File: src/rtl/coffee_pkg.sv
// Shared types and default timing constants for the coffee dispenser.
// States, default phase lengths and queue depth live here so the top,
// the phase timer user and the bench all agree on one definition.
package coffee_pkg;

  // Sequencer states; FAULT is only reachable when COFFEE_CUP_CHECK_EN is defined.
  typedef enum logic [2:0] {
    ST_IDLE  = 3'd0,
    ST_CUP   = 3'd1,
    ST_HEAT  = 3'd2,
    ST_POUR  = 3'd3,
    ST_DONE  = 3'd4,
    ST_FAULT = 3'd5
  } state_t;

  // Default phase lengths in clock cycles.
  localparam int DEF_T_CUP    = 4;
  localparam int DEF_T_HEAT   = 16;
  localparam int DEF_T_POUR   = 32;

  // Default depth of the request queue (legal range 1..7, pending is 3 bits).
  localparam int DEF_PEND_MAX = 3;

  // Largest of three phase lengths; sizes the shared phase timer.
  function automatic int max3(input int a, input int b, input int c);
    int m;
    m = a;
    if (b > m) m = b;
    if (c > m) m = c;
    return m;
  endfunction

endpackage

File: src/rtl/phase_timer.sv
// Loadable down-counter with a zero flag.
// A load takes priority over counting; once at zero the counter holds there
// until the next load, so zero_o stays high in states that never reload it.
module phase_timer #(
  parameter int W = 6
) (
  input  logic         clock,
  input  logic         reset,
  input  logic         load_i,
  input  logic [W-1:0] load_val_i,
  output logic         zero_o
);

  logic [W-1:0] count_q;
  logic [W-1:0] count_d;

  // Next count: reload on request, otherwise step down and stick at zero.
  always_comb begin
    count_d = count_q;
    if (load_i) begin
      count_d = load_val_i;
    end else if (count_q != '0) begin
      count_d = count_q - W'(1);
    end
  end

  // Counter register, cleared by the asynchronous reset.
  always_ff @(posedge clock or posedge reset) begin
    if (reset) begin
      count_q <= '0;
    end else begin
      count_q <= count_d;
    end
  end

  assign zero_o = (count_q == '0);

endmodule

File: src/rtl/coffee_dispenser.sv
// Coffee dispenser sequencer: queues coffee requests and runs each one
// through CUP -> HEAT -> POUR -> DONE, with phase lengths set by parameters.
//
// Optional feature macro: COFFEE_CUP_CHECK_EN. When defined, losing the cup
// (cup_present low) during HEAT or POUR aborts the current coffee into FAULT
// until the cup is back; queued requests survive. When undefined, cup_present
// is ignored and fault is tied low.
//
// cafea has no backpressure: every cycle it is sampled high is one request,
// accepted if the queue has room, otherwise lost with a one-cycle drop_err.
//
// Actuator outputs, busy, done and fault are Moore outputs registered from the
// next state, so they change on the same edge as the state register.
module coffee_dispenser
  import coffee_pkg::*;
#(
  parameter int T_CUP    = DEF_T_CUP,
  parameter int T_HEAT   = DEF_T_HEAT,
  parameter int T_POUR   = DEF_T_POUR,
  parameter int PEND_MAX = DEF_PEND_MAX
) (
  input  logic       clock,
  input  logic       reset,
  input  logic       cafea,
  input  logic       cup_present,
  output logic       cup_drop,
  output logic       heater_on,
  output logic       valve_open,
  output logic       busy,
  output logic       done,
  output logic [2:0] pending,
  output logic       drop_err,
  output logic       fault,
  output state_t     state_o
);

  localparam int T_MAX = max3(T_CUP, T_HEAT, T_POUR);
  localparam int TW    = $clog2(T_MAX + 1);
  localparam logic [2:0] PEND_LIM = 3'(PEND_MAX);

  state_t     state_q;
  state_t     state_d;
  logic [2:0] pending_q;
  logic [2:0] pending_d;
  logic       drop_err_q;
  logic       cup_drop_q;
  logic       heater_on_q;
  logic       valve_open_q;
  logic       busy_q;
  logic       done_q;

  logic       req_ok;
  logic       req_drop;
  logic       take;
  logic       tmr_load;
  logic [TW-1:0] tmr_val;
  logic       tmr_zero;
  logic       cup_lost;

  // Timer reload value for the state being entered: length minus one, so a
  // phase of N cycles sees the zero flag on its last cycle.
  function automatic logic [TW-1:0] load_for(input state_t s);
    case (s)
      ST_CUP:  return TW'(T_CUP - 1);
      ST_HEAT: return TW'(T_HEAT - 1);
      ST_POUR: return TW'(T_POUR - 1);
      default: return '0;
    endcase
  endfunction

`ifdef COFFEE_CUP_CHECK_EN
  assign cup_lost = ~cup_present;
`else
  logic unused_cup_present;
  assign unused_cup_present = cup_present;
  assign cup_lost = 1'b0;
`endif

  // Next-state selection; a lost cup outranks phase expiry in HEAT and POUR.
  always_comb begin
    state_d = state_q;
    unique case (state_q)
      ST_IDLE: begin
        if (pending_q != 3'd0) state_d = ST_CUP;
      end
      ST_CUP: begin
        if (tmr_zero) state_d = ST_HEAT;
      end
      ST_HEAT: begin
        if (cup_lost)      state_d = ST_FAULT;
        else if (tmr_zero) state_d = ST_POUR;
      end
      ST_POUR: begin
        if (cup_lost)      state_d = ST_FAULT;
        else if (tmr_zero) state_d = ST_DONE;
      end
      ST_DONE: begin
        state_d = (pending_q != 3'd0) ? ST_CUP : ST_IDLE;
      end
      ST_FAULT: begin
`ifdef COFFEE_CUP_CHECK_EN
        if (cup_present) state_d = ST_IDLE;
`else
        state_d = ST_IDLE;
`endif
      end
      default: state_d = ST_IDLE;
    endcase
  end

  // Queue bookkeeping: accept or drop the incoming request against the
  // current count, and consume one request whenever a coffee is started.
  always_comb begin
    req_ok    = cafea && (pending_q < PEND_LIM);
    req_drop  = cafea && (pending_q >= PEND_LIM);
    take      = (state_d == ST_CUP) && (state_q != ST_CUP);
    pending_d = pending_q + {2'b00, req_ok} - {2'b00, take};
  end

  // The phase timer restarts on every state change.
  always_comb begin
    tmr_load = (state_d != state_q);
    tmr_val  = load_for(state_d);
  end

  phase_timer #(
    .W(TW)
  ) u_phase_timer (
    .clock      (clock),
    .reset      (reset),
    .load_i     (tmr_load),
    .load_val_i (tmr_val),
    .zero_o     (tmr_zero)
  );

  // Sequencer state, queue count and registered Moore outputs.
  always_ff @(posedge clock or posedge reset) begin
    if (reset) begin
      state_q      <= ST_IDLE;
      pending_q    <= 3'd0;
      drop_err_q   <= 1'b0;
      cup_drop_q   <= 1'b0;
      heater_on_q  <= 1'b0;
      valve_open_q <= 1'b0;
      busy_q       <= 1'b0;
      done_q       <= 1'b0;
    end else begin
      state_q      <= state_d;
      pending_q    <= pending_d;
      drop_err_q   <= req_drop;
      cup_drop_q   <= (state_d == ST_CUP);
      heater_on_q  <= (state_d == ST_HEAT);
      valve_open_q <= (state_d == ST_POUR);
      busy_q       <= (state_d != ST_IDLE);
      done_q       <= (state_d == ST_DONE);
    end
  end

`ifdef COFFEE_CUP_CHECK_EN
  logic fault_q;

  // Fault indicator, registered alongside the other Moore outputs.
  always_ff @(posedge clock or posedge reset) begin
    if (reset) begin
      fault_q <= 1'b0;
    end else begin
      fault_q <= (state_d == ST_FAULT);
    end
  end

  assign fault = fault_q;
`else
  assign fault = 1'b0;
`endif

  assign cup_drop   = cup_drop_q;
  assign heater_on  = heater_on_q;
  assign valve_open = valve_open_q;
  assign busy       = busy_q;
  assign done       = done_q;
  assign pending    = pending_q;
  assign drop_err   = drop_err_q;
  assign state_o    = state_q;

endmodule

File: config.mk
export PLATFORM = sky130hd
export DESIGN_NAME = coffee_dispenser
export DESIGN_NICKNAME = d
export VERILOG_FILES = /design/src/rtl/coffee_pkg.sv /design/src/rtl/phase_timer.sv /design/src/rtl/coffee_dispenser.sv
export SDC_FILE = /design/constraint.sdc
export NUM_CORES = 1
export LEC_CHECK = 0
export ABC_AREA = 1
export CAP_MARGIN = 20
export CORE_MARGIN = 8
export CORE_UTILIZATION = 35
export DETAILED_ROUTE_END_ITERATION = 10
export HOLD_SLACK_MARGIN = 0.1
export SLEW_MARGIN = 25
export SYNTH_ARGS = -nofsm -noshare
export SYNTH_HDL_FRONTEND = slang
export SYNTH_SLANG_ARGS = --single-unit
File: constraint.sdc
create_clock -name clock -period 5.7 [get_ports clock]
set_clock_uncertainty 0.15 [all_clocks]
set_input_delay 0.855 -clock clock [delete_from_list [all_inputs] [get_ports clock]]
set_output_delay 0.855 -clock clock [all_outputs]
set_load 0.1 [all_outputs]
Word-level counts from Yosys, hierarchy flattened
Index checks and enable logic that the tools add are counted.
{ "totals": {"reg_bits": 18, "latch_bits": 0, "mem_bits_rw": 0, "romBits": 0, "in_bits": 4, "output_inout_bits": 13, "word_cells": 42, "mem_count": 0} }
{ "classes": {"n_addsub": 3, "n_mul": 0, "div_mod_pow": 0, "n_lt_le_gt_ge": 2, "eq_ne": 10, "n_shift": 0, "muxes": 9, "bitwise": 0, "n_reduce_logical": 9} }
{ "ops": {"columns": ["cell", "n"], "rows": [
  ["$pmux 3 s5", 1],
  ["$pmux 5 s3", 1],
  ["$eq 3x2->1 const B", 4],
  ["$mux 3", 4],
  ["$mux 6", 2],
  ["$eq 3x1->1 const B", 2],
  ["$eq 3x3->1 const B", 2],
  ["$logic_not 6->1", 1],
  ["$reduce_bool 3->1", 2],
  ["$reduce_bool 6->1", 1],
  ["$sub 6x1->6 const B", 1],
  ["$add 3x1->3", 1],
  ["$ge 3x2->1 const B", 1],
  ["$logic_and 1x1->1", 3],
  ["$logic_not 3->1", 1],
  ["$lt 3x2->1 const B", 1],
  ["$ne 3x1->1 const B", 1],
  ["$ne 3x3->1", 1],
  ["$sub 3x1->3", 1],
  ["$reduce_bool 2->1", 1],
  ["$mux 1", 1]
]} }

Depth between registers and ports, before layout
Gate-level depths: netlist (run 1).
{ "logic_depth": {"word_depth": 6, "depth_mapped": 10, "depth_no_buf": 10} }

Cells and area by module
A second synthesis (run 1) with hierarchy kept.
{ "hier_totals": {"hier_cells": 114, "area_unflattened_um2": 977.2} }
{ "modules_own_cells": {"columns": ["module", "instances", "cells_each", "area_each_um2", "seq_area_each_um2"], "rows": [
  ["coffee_dispenser", 1, 66, 588.1, 300.3],
  ["phase_timer", 1, 48, 389.1, 150.1]
]} }

Least setup slack after synthesis (run 1)
OpenSTA, ideal clock, no wires.
{ "synth_timing": {"path_type": "reg-to-reg", "from": "register pending_q[2], in the netlist pending[2]", "to": "register pending_q[2], in the netlist pending[2]", "setup_time_ps": 122, "arrival_time_ps": 2471, "required_ps": 5428, "slack_ps": 2957, "path_stages_with_launch": 10, "n_path_buf": 0, "period_less_slack_ps": 2743, "cell_sequence": "dfrtp_1 > inv_1 > ha_1 > a21oi_1 > nand2_1 > ha_1 > inv_1 > ha_1 > fa_1 > xor2_1"} }
{ "synth_between": {"elab_chain_len": 6, "elab_cells_between_ends": 10, "cone_classes": "2 x add/sub; 1 x order compare; 1 x eq/ne; 3 x mux; 3 x reduce/logical"} }
{ "synth_lines": {"columns": ["element", "line", "rtl"], "rows": [
  ["from (decl)", "coffee_dispenser.sv:43", "logic [2:0] pending_q;"],
  ["from (signal assigned)", "coffee_dispenser.sv:149", "pending_q <= pending_d;"],
  ["branches (longest 5 deep; another with $lt 3x2->1)", null, null],
  ["$sub 3x1->3 *", "coffee_dispenser.sv:117", "pending_d = pending_q + {2'b00, req_ok} - {2'b00, take};"],
  ["net pending_d[2]", "coffee_dispenser.sv:44", "logic [2:0] pending_d;"]
]} }
Mark *: on every way through the listed nets, which the timed path passes.
A chain may end at the register's enable or synchronous reset.

Final worst setup path (run 1)
{ "layout_timing": {"from": "register state_q[2], in the netlist state_o[2]", "to": "output port state_o[2]"} }
{ "layout_lines": {"columns": ["element", "line", "rtl"], "rows": [
  ["from (decl)", "coffee_dispenser.sv:41", "state_t state_q;"],
  ["from (signal assigned)", "coffee_dispenser.sv:148", "state_q <= state_d;"],
  ["to (decl)", "coffee_dispenser.sv:34", "output state_t state_o"]
]} }
No word-level cell between the ends.

==> results of run 1 <==
## power by group through the flow
stage / Combinational [mW] / Sequential (mW) / Clock (mW)
2_1_floorplan: 0.0433 / 0.258 / 0
3_3_place_gp: 0.180 / 0.160 / 0
3_5_place_dp: 0.183 / 0.159 / 0
4_1_cts: 0.183 / 0.158 / 0.0839
5_1_grt: 0.197 / 0.160 / 0.0877
6_report: 0.180 / 0.157 / 0.0801
## per-layer routing
metal / up-vias / part of all wire [%] / GRT usage [%]
li1: 350 / - / -
met1: 332 / 46 / 9.64
met2: 14 / 48 / 12.7
met3: 4 / 4.2 / 2.86
met4: 0 / 2.1 / 4.10
met5: - / 0 / 0
## cells by family (layout without fill, tap and decap cells)
| kind of cell | count (synthesis) | in the layout | share of synthesized area, % |
|---|---|---|---|
| AO/OA/AOI/OAI | 7 | 7 | 4.56 |
| other | 1 | 1 | 0.379 |
| adder cells (fa/ha/maj) | 6 | 6 | 8.35 |
| XOR/XNOR | 6 | 6 | 5.32 |
| buffers and inverters | 18 | 35 | 7.72 |
| AND/OR/NAND/NOR | 45 | 45 | 28.1 |
| flip-flops | 18 | 18 | 45.6 |
## area by class of cell
cell class | instances | area share (%)
clock buffers | 4 | 3.03
flip-flops and latches | 18 | 37.7
repair buffers | 14 | 11.7
multi-input cells | 65 | 38.6
well taps | 31 | 3.24
inverters | 17 | 5.75
## registers in the layout, indices dropped and copies added, names as in the netlist
signal	flops
busy	1
state_o	3
pending	3
u_phase_timer.count_q	6
drop_err	1
valve_open	1
cup_drop	1
done	1
heater_on	1
## worst paths after layout
| path | start | end | slack (ns) |
|---|---|---|---|
| min in group asynchronous | reset | pending[1] | 0.79 |
| setup / recovery | state_o[2] | state_o[2] | 2.69 |
| max in group asynchronous | reset | pending[2] | 4.16 |
| setup reg to reg | pending[1] | pending[2] | 3.50 |
| hold / removal | u_phase_timer.count_q[5] | u_phase_timer.count_q[5] | 0.44 |
| hold reg to reg | u_phase_timer.count_q[5] | u_phase_timer.count_q[5] | 0.44 |
## metrics by stage
| step | power (mW) | area [um2] |
|---|---|---|
| 5_1_grt | 0.444 | 1200 |
| 6_report | 0.417 | 1200 |
| 2_1_floorplan | 0.301 | 988 |
| 4_1_cts | 0.424 | 1200 |
| 3_3_place_gp | 0.340 | 1160 |
| 3_5_place_dp | 0.342 | 1160 |
## layout by cell type (no fill, tap or decap), types with 3 or more instances in the layout
cell / Yosys / routed
nor3_1: 6 / 6
a21oi_1: 3 / 3
clkbuf_4: 0 / 3
nor2_2: 3 / 3
clkdlybuf4s50_1: 0 / 14
xnor2_1: 3 / 3
inv_1: 13 / 13
nand2_4: 3 / 3
ha_1: 5 / 5
nor2_1: 4 / 4
nand2_1: 14 / 14
nand3_1: 6 / 6
xor2_1: 3 / 3
dfrtp_1: 18 / 18
inv_2: 3 / 3
==> impl_metrics.yaml, run 1 <==
final_layout:
  fillers: 279
  final_core_util_pct: 44.1
  nNetsFinal: 129
  seq_area_um2: 450
  multi_input_comb_area_um2: 462
  area_growth_pct: 21.0
  layoutNonFillerInstCount: 149
  drive_gt1_share_pct: 19.5
  n_antenna_cell: 0
cts:
  root_buffer: "clkbuf_4"
  cts_sinks: 18
  cts_tree: "done"
  cts_hold_buf: 0
  clock_latency_ns: 0.30
  post_cts_buffers: 0
  clkTransAtPathRegs_ns: 0.11
  post_cts_resized: 0
  numCtsBuffers: 3
  htree_levels: 1
  clock_path_buffers: 2
setup_path:
  cp_slowest_cell: "clkdlybuf4s50_1"
  cp.arrival_ns: 2.01
  critical-path-top-delay-family: "buffers and inverters"
  crit_cells: 1
  cp-end-kind: "output pin"
  critPathBufInv: 1
  critPathKind: "flop to output pin"
  slowest_delay_ns: 1.20
  reg2reg_depth: 8
  path_cells: "clkdlybuf4s50_1"
  worstPathMaxFanout: 8
  worstSetupStartpointType: "flop"
  cp.required_ns: 4.70
floorplanning:
  initial_core_util_pct: 36.5
  die_x_um: 69.1
  die_h_um: 69.1
  fp-row-count: 19
  ioPinCount: 17
  die-area_um2: 4780
  core_um2: 2710
synthesis:
  yosysWarnings: 0
  syn_avg_cell_area_um2: 9.79
  synth_flop_cell: "dfrtp_1"
  synth_seq_area_share_pct: 45.6
  yosysUniqueCellTypes: 26
  synthTopCellsByCount: "dfrtp_1, nand2_1, inv_1"
  synth_top_area_share_pct: 45.6
  ys_seq_elements: 18
  netlist_top_cells_area: "dfrtp_1, ha_1, nand2_1"
  synthArstFlopShare_pct: 100
  synth_edf_count: 0
  postSynthCellCount: 101
  yosysMostFrequentCell: "dfrtp_1"
  syn_area_um2: 988
  yosys.area.top_type: "dfrtp_1"
  synth_fp_nets: 111
timing:
  setup_viol: 0
  rsz0062_at_grt: "no"
  finalCritPeriodShare_pct: 52.8
  maxSlewHeadroom_pct: 33.9
  fin_crit_ns: 3.01
  tightestPinTransition_ns: 0.988
  setup_ws_ns: 2.69
  max_freq_mhz: 332
  report.final.slew_viol_count: 0
  whs_ns: 0.444
  finalHoldViolCount: 0
  fin_tns_setup_ns: 0
worst_hold_path:
  hold_class: "flop to flop"
  whs_path_depth: 2
pwr:
  p_per_area_nw_per_um2: 348
  intPower_mw: 0.225
  p_sw_share_pct: 46.1
  p_comb_share_pct: 43.2
  p_clk_share_pct: 19.2
  ir_worst_vdd_mv: 0.282
  netSwitchingPower_mw: 0.192
  pwr-share-seq_pct: 37.6
  power.leakage_nw: 0.592
detailed_routing:
  avgViaCountPerCell: 4.70
  drt_pre_antenna_iters: 4
  drtIter0Drc: 33
  num_vias: 700
  routed_wl_um: 1730
  drcViolationCount: 0
  ant_nets: 0
  detail_route.wl_per_cell_um: 11.6
grt:
  track_usage_pct: 8.16
  grt_pass1_vias: 786
  grt_max_degree: 19
  antenna_found_initial: 0
  overflow: 0
  grt_pass1_wl_um: 3300
placement:
  numPlacedInstances: 145
  finalWeightedCongestion: 0.738
  portBuffers: 14
  hpwlAfterDp_um: 1320
  place_ws_ns: 2.99
run:
  max-cap-violations: 0
run_status:
  status: "finished, final reports clean"
(Power assumes the default switching activity.)
==> run 2, diff against run 1 <==
==> constraint.sdc (replaced) <==
create_clock -name clock -period 3.08 [get_ports clock]
set_clock_uncertainty 0.15 [all_clocks]
set_input_delay 0.462 -clock clock [delete_from_list [all_inputs] [get_ports clock]]
set_output_delay 0.462 -clock clock [all_outputs]
set_load 0.1 [all_outputs]
==> run 2 against run 1 <==
- critical path depth grew 7
- cell count is the same
- sequential share of layout area grew 0.97 points
- critical endpoint is now pending[2]
- sequential cell count is the same
- power grew 83%
- worst setup slack lost 1.8 ns
- global-route usage shrank 0.14 points
==> impl_metrics.yaml, run 2 (synthesis gave the netlist of run 1 again) <==
run_status:
  status: "finished, final reports clean"
placement:
  numPlacedInstances: 145
  finalWeightedCongestion: 0.789
  portBuffers: 14
  hpwlAfterDp_um: 1360
  postPlaceCellArea_um2: 1130
cts:
  cts_hold_buf: 0
  cts_sinks: 18
  cts_tree: "done"
  post_cts_resized: 0
  htree_levels: 1
  clock_latency_ns: 0.30
  numCtsBuffers: 3
  clock_path_buffers: 2
  post_cts_buffers: 0
  root_buffer: "clkbuf_4"
  clkTransAtPathRegs_ns: 0.11
final_layout:
  largest_register: "u_phase_timer.count_q"
  area_growth_pct: 18.0
  final_area_um2: 1170
  largest_reg_flops: 6
  most-common-layout-cells: "dfrtp_1, nand2_1, inv_1"
  n_antenna_cell: 0
  final_common_cell: "dfrtp_1"
  layoutNonFillerInstCount: 149
  nNetsFinal: 129
  fillers: 282
  drive_gt1_share_pct: 29.7
setup_path:
  worstSetupStartpointType: "flop"
  cp-end-kind: "flop"
  worstPathMaxFanout: 5
  cp_slowest_cell: "dfrtp_1"
  slowest_delay_ns: 0.45
  cp.arrival_ns: 2.24
  cp.required_ns: 3.12
  critPathKind: "flop to flop"
  cpMostUsedCell: "ha_1"
  path_cells: "ha_1 > a21oi_1 > nand2_1 > ha_1 > inv_1 > ha_1 > fa_1 > xor2_1"
pwr:
  p_per_area_nw_per_um2: 655
  intPower_mw: 0.407
  ir_worst_vdd_mv: 0.655
  p_comb_share_pct: 42.3
  power.leakage_nw: 0.603
  p_sw_share_pct: 46.7
  pwr-share-seq_pct: 38.2
  p_clk_share_pct: 19.6
  power_mw: 0.764
  netSwitchingPower_mw: 0.357
timing:
  finalHoldViolCount: 0
  finalCritPeriodShare_pct: 71.4
  tightestPinTransition_ns: 0.678
  whs_ns: 0.395
  setup_viol: 0
  report.final.slew_viol_count: 0
  rsz0062_at_grt: "no"
  fin_tns_setup_ns: 0
  maxSlewHeadroom_pct: 54.8
  fin_crit_ns: 2.20
  max_freq_mhz: 455
run:
  max-cap-violations: 0
grt:
  grt_max_degree: 19
  grt_pass1_wl_um: 3260
  met2_usage_pct: 13.9
  gr-max-usage-layer: "met2"
  track_usage_pct: 8.02
  antenna_found_initial: 0
  met3_usage_pct: 2.72
  use_met1_pct: 8.83
  grt_pass1_vias: 753
  overflow: 0
floorplanning:
  die-area_um2: 4780
  fp-row-count: 19
  core_um2: 2710
  ioPinCount: 17
  initial_core_util_pct: 36.5
  die_x_um: 69.1
  die_h_um: 69.1
detailed_routing:
  num_vias: 719
  routed_wl_um: 1750
  drt_pre_antenna_iters: 4
  avgViaCountPerCell: 4.83
  drtIter0Drc: 33
  detail_route.wl_per_cell_um: 11.7
  ant_nets: 0
  drcViolationCount: 0
worst_hold_path:
  hold_class: "primary input to asynchronous set/reset pin"
==> run 2: cell types whose count changed in the layout (fill, tap and decap cells not counted) <==
cell,previous run,this run
clkdlybuf4s50_1,14,2
buf_4,0,12
==> run 2: layer usage <==
layer	part of all wire [%]	vias up	routed length [um]
li1	-	357	-
met1	45	347	783
met2	50	11	882
met3	3.2	4	56
met4	1.4	0	25
met5	0	-	0
==> run 2: final timing paths <==
kind                                     startpoint                  endpoint  slack [ns]  cells after the start
min reg2reg                u_phase_timer.count_q[5]  u_phase_timer.count_q[5]        0.44                      2
max                                      pending[1]                pending[2]        0.88                      8
max in group asynchronous                     reset                  drop_err        1.94                      2
min in group clock         u_phase_timer.count_q[5]  u_phase_timer.count_q[5]        0.44                      2
min                                           reset                pending[1]        0.40                      2
max reg2reg                              pending[1]                pending[2]        0.88                      8
==> run 2: per-stage QoR <==
step / worst slack (ns) / util, %
floorplan: 0.337 / -
global placement: 0.776 / 41.7
detailed placement: 0.764 / 41.7
CTS: 0.862 / 43.0
global route: 0.788 / 43.0
finish: 0.882 / 43.0
==> run 2: power by group through the flow <==
| stage | clock [mW] | sequential, mW | combinational (mW) |
|---|---|---|---|
| after detailed placement | 0 | 0.296 | 0.331 |
| final | 0.149 | 0.292 | 0.323 |
| after global placement | 0 | 0.296 | 0.323 |
| after global routing | 0.167 | 0.295 | 0.348 |
| after CTS | 0.156 | 0.292 | 0.330 |
| after floorplan | 0 | 0.477 | 0.0801 |
==> run 2: area by class of cell <==
cell class                      count  area, um2  area share, %
Sequential cell                    18        450           38.6
Inverter                           17       68.8           5.90
Clock buffer                        4       36.3           3.11
Timing Repair Buffer               14        110           9.44
Tap cell                           31       38.8           3.33
Multi-Input combinational cell     65        462           39.6
==> run 2: worst max-delay path: cells and delay by family, from the launching register on <==
kind                     cells  cell delay, ns
XOR/XNOR                     1            0.17
AO/OA/AOI/OAI                1            0.17
flip-flops                   1            0.45
buffers and inverters        1            0.04
AND/OR/NAND/NOR              1            0.07
adder cells (fa/ha/maj)      4            1.04
==> run 3, diff against run 2 <==
==> constraint.sdc (replaced) <==
create_clock -name clock -period 1.9 [get_ports clock]
set_clock_uncertainty 0.15 [all_clocks]
set_input_delay 0.285 -clock clock [delete_from_list [all_inputs] [get_ports clock]]
set_output_delay 0.285 -clock clock [all_outputs]
set_load 0.1 [all_outputs]
==> run 3 against run 2 <==
- the flow now finishes with violations (setup timing)
- routed wire length increased by 11%
- first-iteration DRC count down 61%
- sequential power is 72% higher
- register-to-register slack lost 1.1 ns
- global-route usage is 0.56 points higher
- via count increased by 2.5%
- non-clock buffer count is 9 higher
- clock power is 60% higher
- sequential share of layout area shrank 6.1 points
- design area increased by 22%
- highest routed layer unchanged
==> impl_metrics.yaml, run 3 (synthesis gave the netlist of run 1 again) <==
run_status:
  status: "finished with violations"
  violations: "setup timing"
placement:
  finalWeightedCongestion: 0.795
  hpwlAfterDp_um: 1580
  portBuffers: 14
setup_path:
  rr_endpoint: "pending[2]"
  path_cells: "ha_4 > a21oi_4 > nand2_1 > ha_1 > inv_1 > ha_2 > fa_2 > xor2_1"
  worstSetupStartpointType: "flop"
  cp-end-kind: "flop"
  cp.arrival_ns: 2.11
  reg2reg_depth: 8
  cp.required_ns: 1.94
  cp_slowest_cell: "dfrtp_4"
  rrSetupSlack_ns: -0.17
  critPathBufInv: 1
  slowest_delay_ns: 0.51
  critical-path-top-delay-family: "adder cells"
  crit_cells: 8
  worstPathMaxFanout: 3
  r2r-start: "pending[1]"
  critPathKind: "flop to flop"
pwr:
  ir_worst_vdd_mv: 0.920
  pwr-share-seq_pct: 33.0
  netSwitchingPower_mw: 0.653
  power.leakage_nw: 0.695
  p_per_area_nw_per_um2: 1060
  p_sw_share_pct: 43.0
  p_clk_share_pct: 15.7
  p_comb_share_pct: 51.3
  intPower_mw: 0.866
  power_mw: 1.52
timing:
  report.final.slew_viol_count: 0
  max_freq_mhz: 483
  whs_ns: 0.131
  finalHoldViolCount: 0
  rsz0062_at_grt: "yes"
  fin_crit_ns: 2.07
  setup_viol: 2
  setup_ws_ns: -0.171
  fin_tns_setup_ns: -0.339
  finalCritPeriodShare_pct: 109
floorplanning:
  core_um2: 2710
  initial_core_util_pct: 36.5
  ioPinCount: 17
  fp-row-count: 19
  die_x_um: 69.1
  die_h_um: 69.1
  die-area_um2: 4780
grt:
  antenna_found_initial: 0
  track_usage_pct: 8.58
  grt_max_degree: 19
  grt_pass1_wl_um: 3480
  grt_pass1_vias: 761
  overflow: 0
final_layout:
  most-common-layout-cells: "nand2_1, dfrtp_1, inv_1, buf_12, buf_4"
  final_common_cell: "nand2_1"
  n_antenna_cell: 0
  drive_gt1_share_pct: 42.5
  area_growth_pct: 44.3
  fillers: 263
  nNetsFinal: 138
  largest_register: "u_phase_timer.count_q"
  largest_reg_flops: 6
detailed_routing:
  ant_nets: 0
  avgViaCountPerCell: 4.66
  drcViolationCount: 0
  num_vias: 737
  routed_wl_um: 1940
  drtIter0Drc: 13
  drt_pre_antenna_iters: 2
  detail_route.wl_per_cell_um: 12.3
cts:
  cts_tree: "done"
  clkTransAtPathRegs_ns: 0.11
  clock_path_buffers: 2
  htree_levels: 1
  root_buffer: "clkbuf_4"
  clock_latency_ns: 0.30
  post_cts_buffers: 0
  cts_hold_buf: 0
  numCtsBuffers: 3
  cts_sinks: 18
worst_hold_path:
  hold_class: "primary input to asynchronous set/reset pin"
run:
  max-cap-violations: 0
-- run 3: worst reg2reg max path, cell delays in order (launching register included) --
cell and delay [ns]:
dfrtp_4 0.51, ha_4 0.17, a21oi_4 0.11, nand2_1 0.07, ha_1 0.27, inv_1 0.04
ha_2 0.16, fa_2 0.33, xor2_1 0.14
-- run 3: worst max path at each step --
stage / endpoint / slack (ns) / from
after CTS: pending[2] / -0.22 / pending[1]
after global placement: pending[2] / -0.16 / pending[1]
after detailed placement: pending[2] / -0.21 / pending[1]
final: pending[2] / -0.17 / pending[1]
after global routing: pending[2] / -0.23 / pending[1]
after floorplan: pending[2] / -0.33 / pending[2]
-- run 3: metal layers --
metal | part of all wire (%) | vias to the layer above | GRT usage (%)
met3 | 5.0 | 2 | 3.86
li1 | - | 370 | -
met4 | 0.88 | 0 | 2.51
met5 | 0 | - | 0
met2 | 52 | 10 | 14.7
met1 | 42 | 355 | 9.26
-- run 3: layout make-up --
type / instances / area, um2 / area share, %
Inverter: 17 / 68.8 / 4.82
Clock buffer: 4 / 36.3 / 2.54
Sequential cell: 18 / 464 / 32.5
Timing Repair Buffer: 23 / 328 / 23.0
Tap cell: 31 / 38.8 / 2.72
Multi-Input combinational cell: 65 / 490 / 34.4
-- run 3: timing repair --
| action | 4_1_cts | 5_1_grt |
|---|---|---|
| gates resized for setup | 0 | 1 |
| pin swaps | 5 | 4 |
| setup endpoints to repair | 2 | 2 |
-- run 3: power groups by stage --
stage	Combinational [mW]	Clock, mW	Sequential (mW)
detailed placement	0.778	0	0.501
finish	0.779	0.238	0.502
floorplan	0.159	0	0.806
global placement	0.757	0	0.500
CTS	0.783	0.248	0.491
global route	0.822	0.268	0.509
-- run 3: through the flow --
stage          instance area (um2)  util (%)  instances  setup WS [ns]
2_1_floorplan                 1020         -        101         -0.334
3_3_place_gp                  1380      51.0        154         -0.164
3_5_place_dp                  1380      51.0        154         -0.213
4_1_cts                       1420      52.4        158         -0.216
5_1_grt                       1430      52.6        158         -0.234
6_report                      1430      52.6        158         -0.171
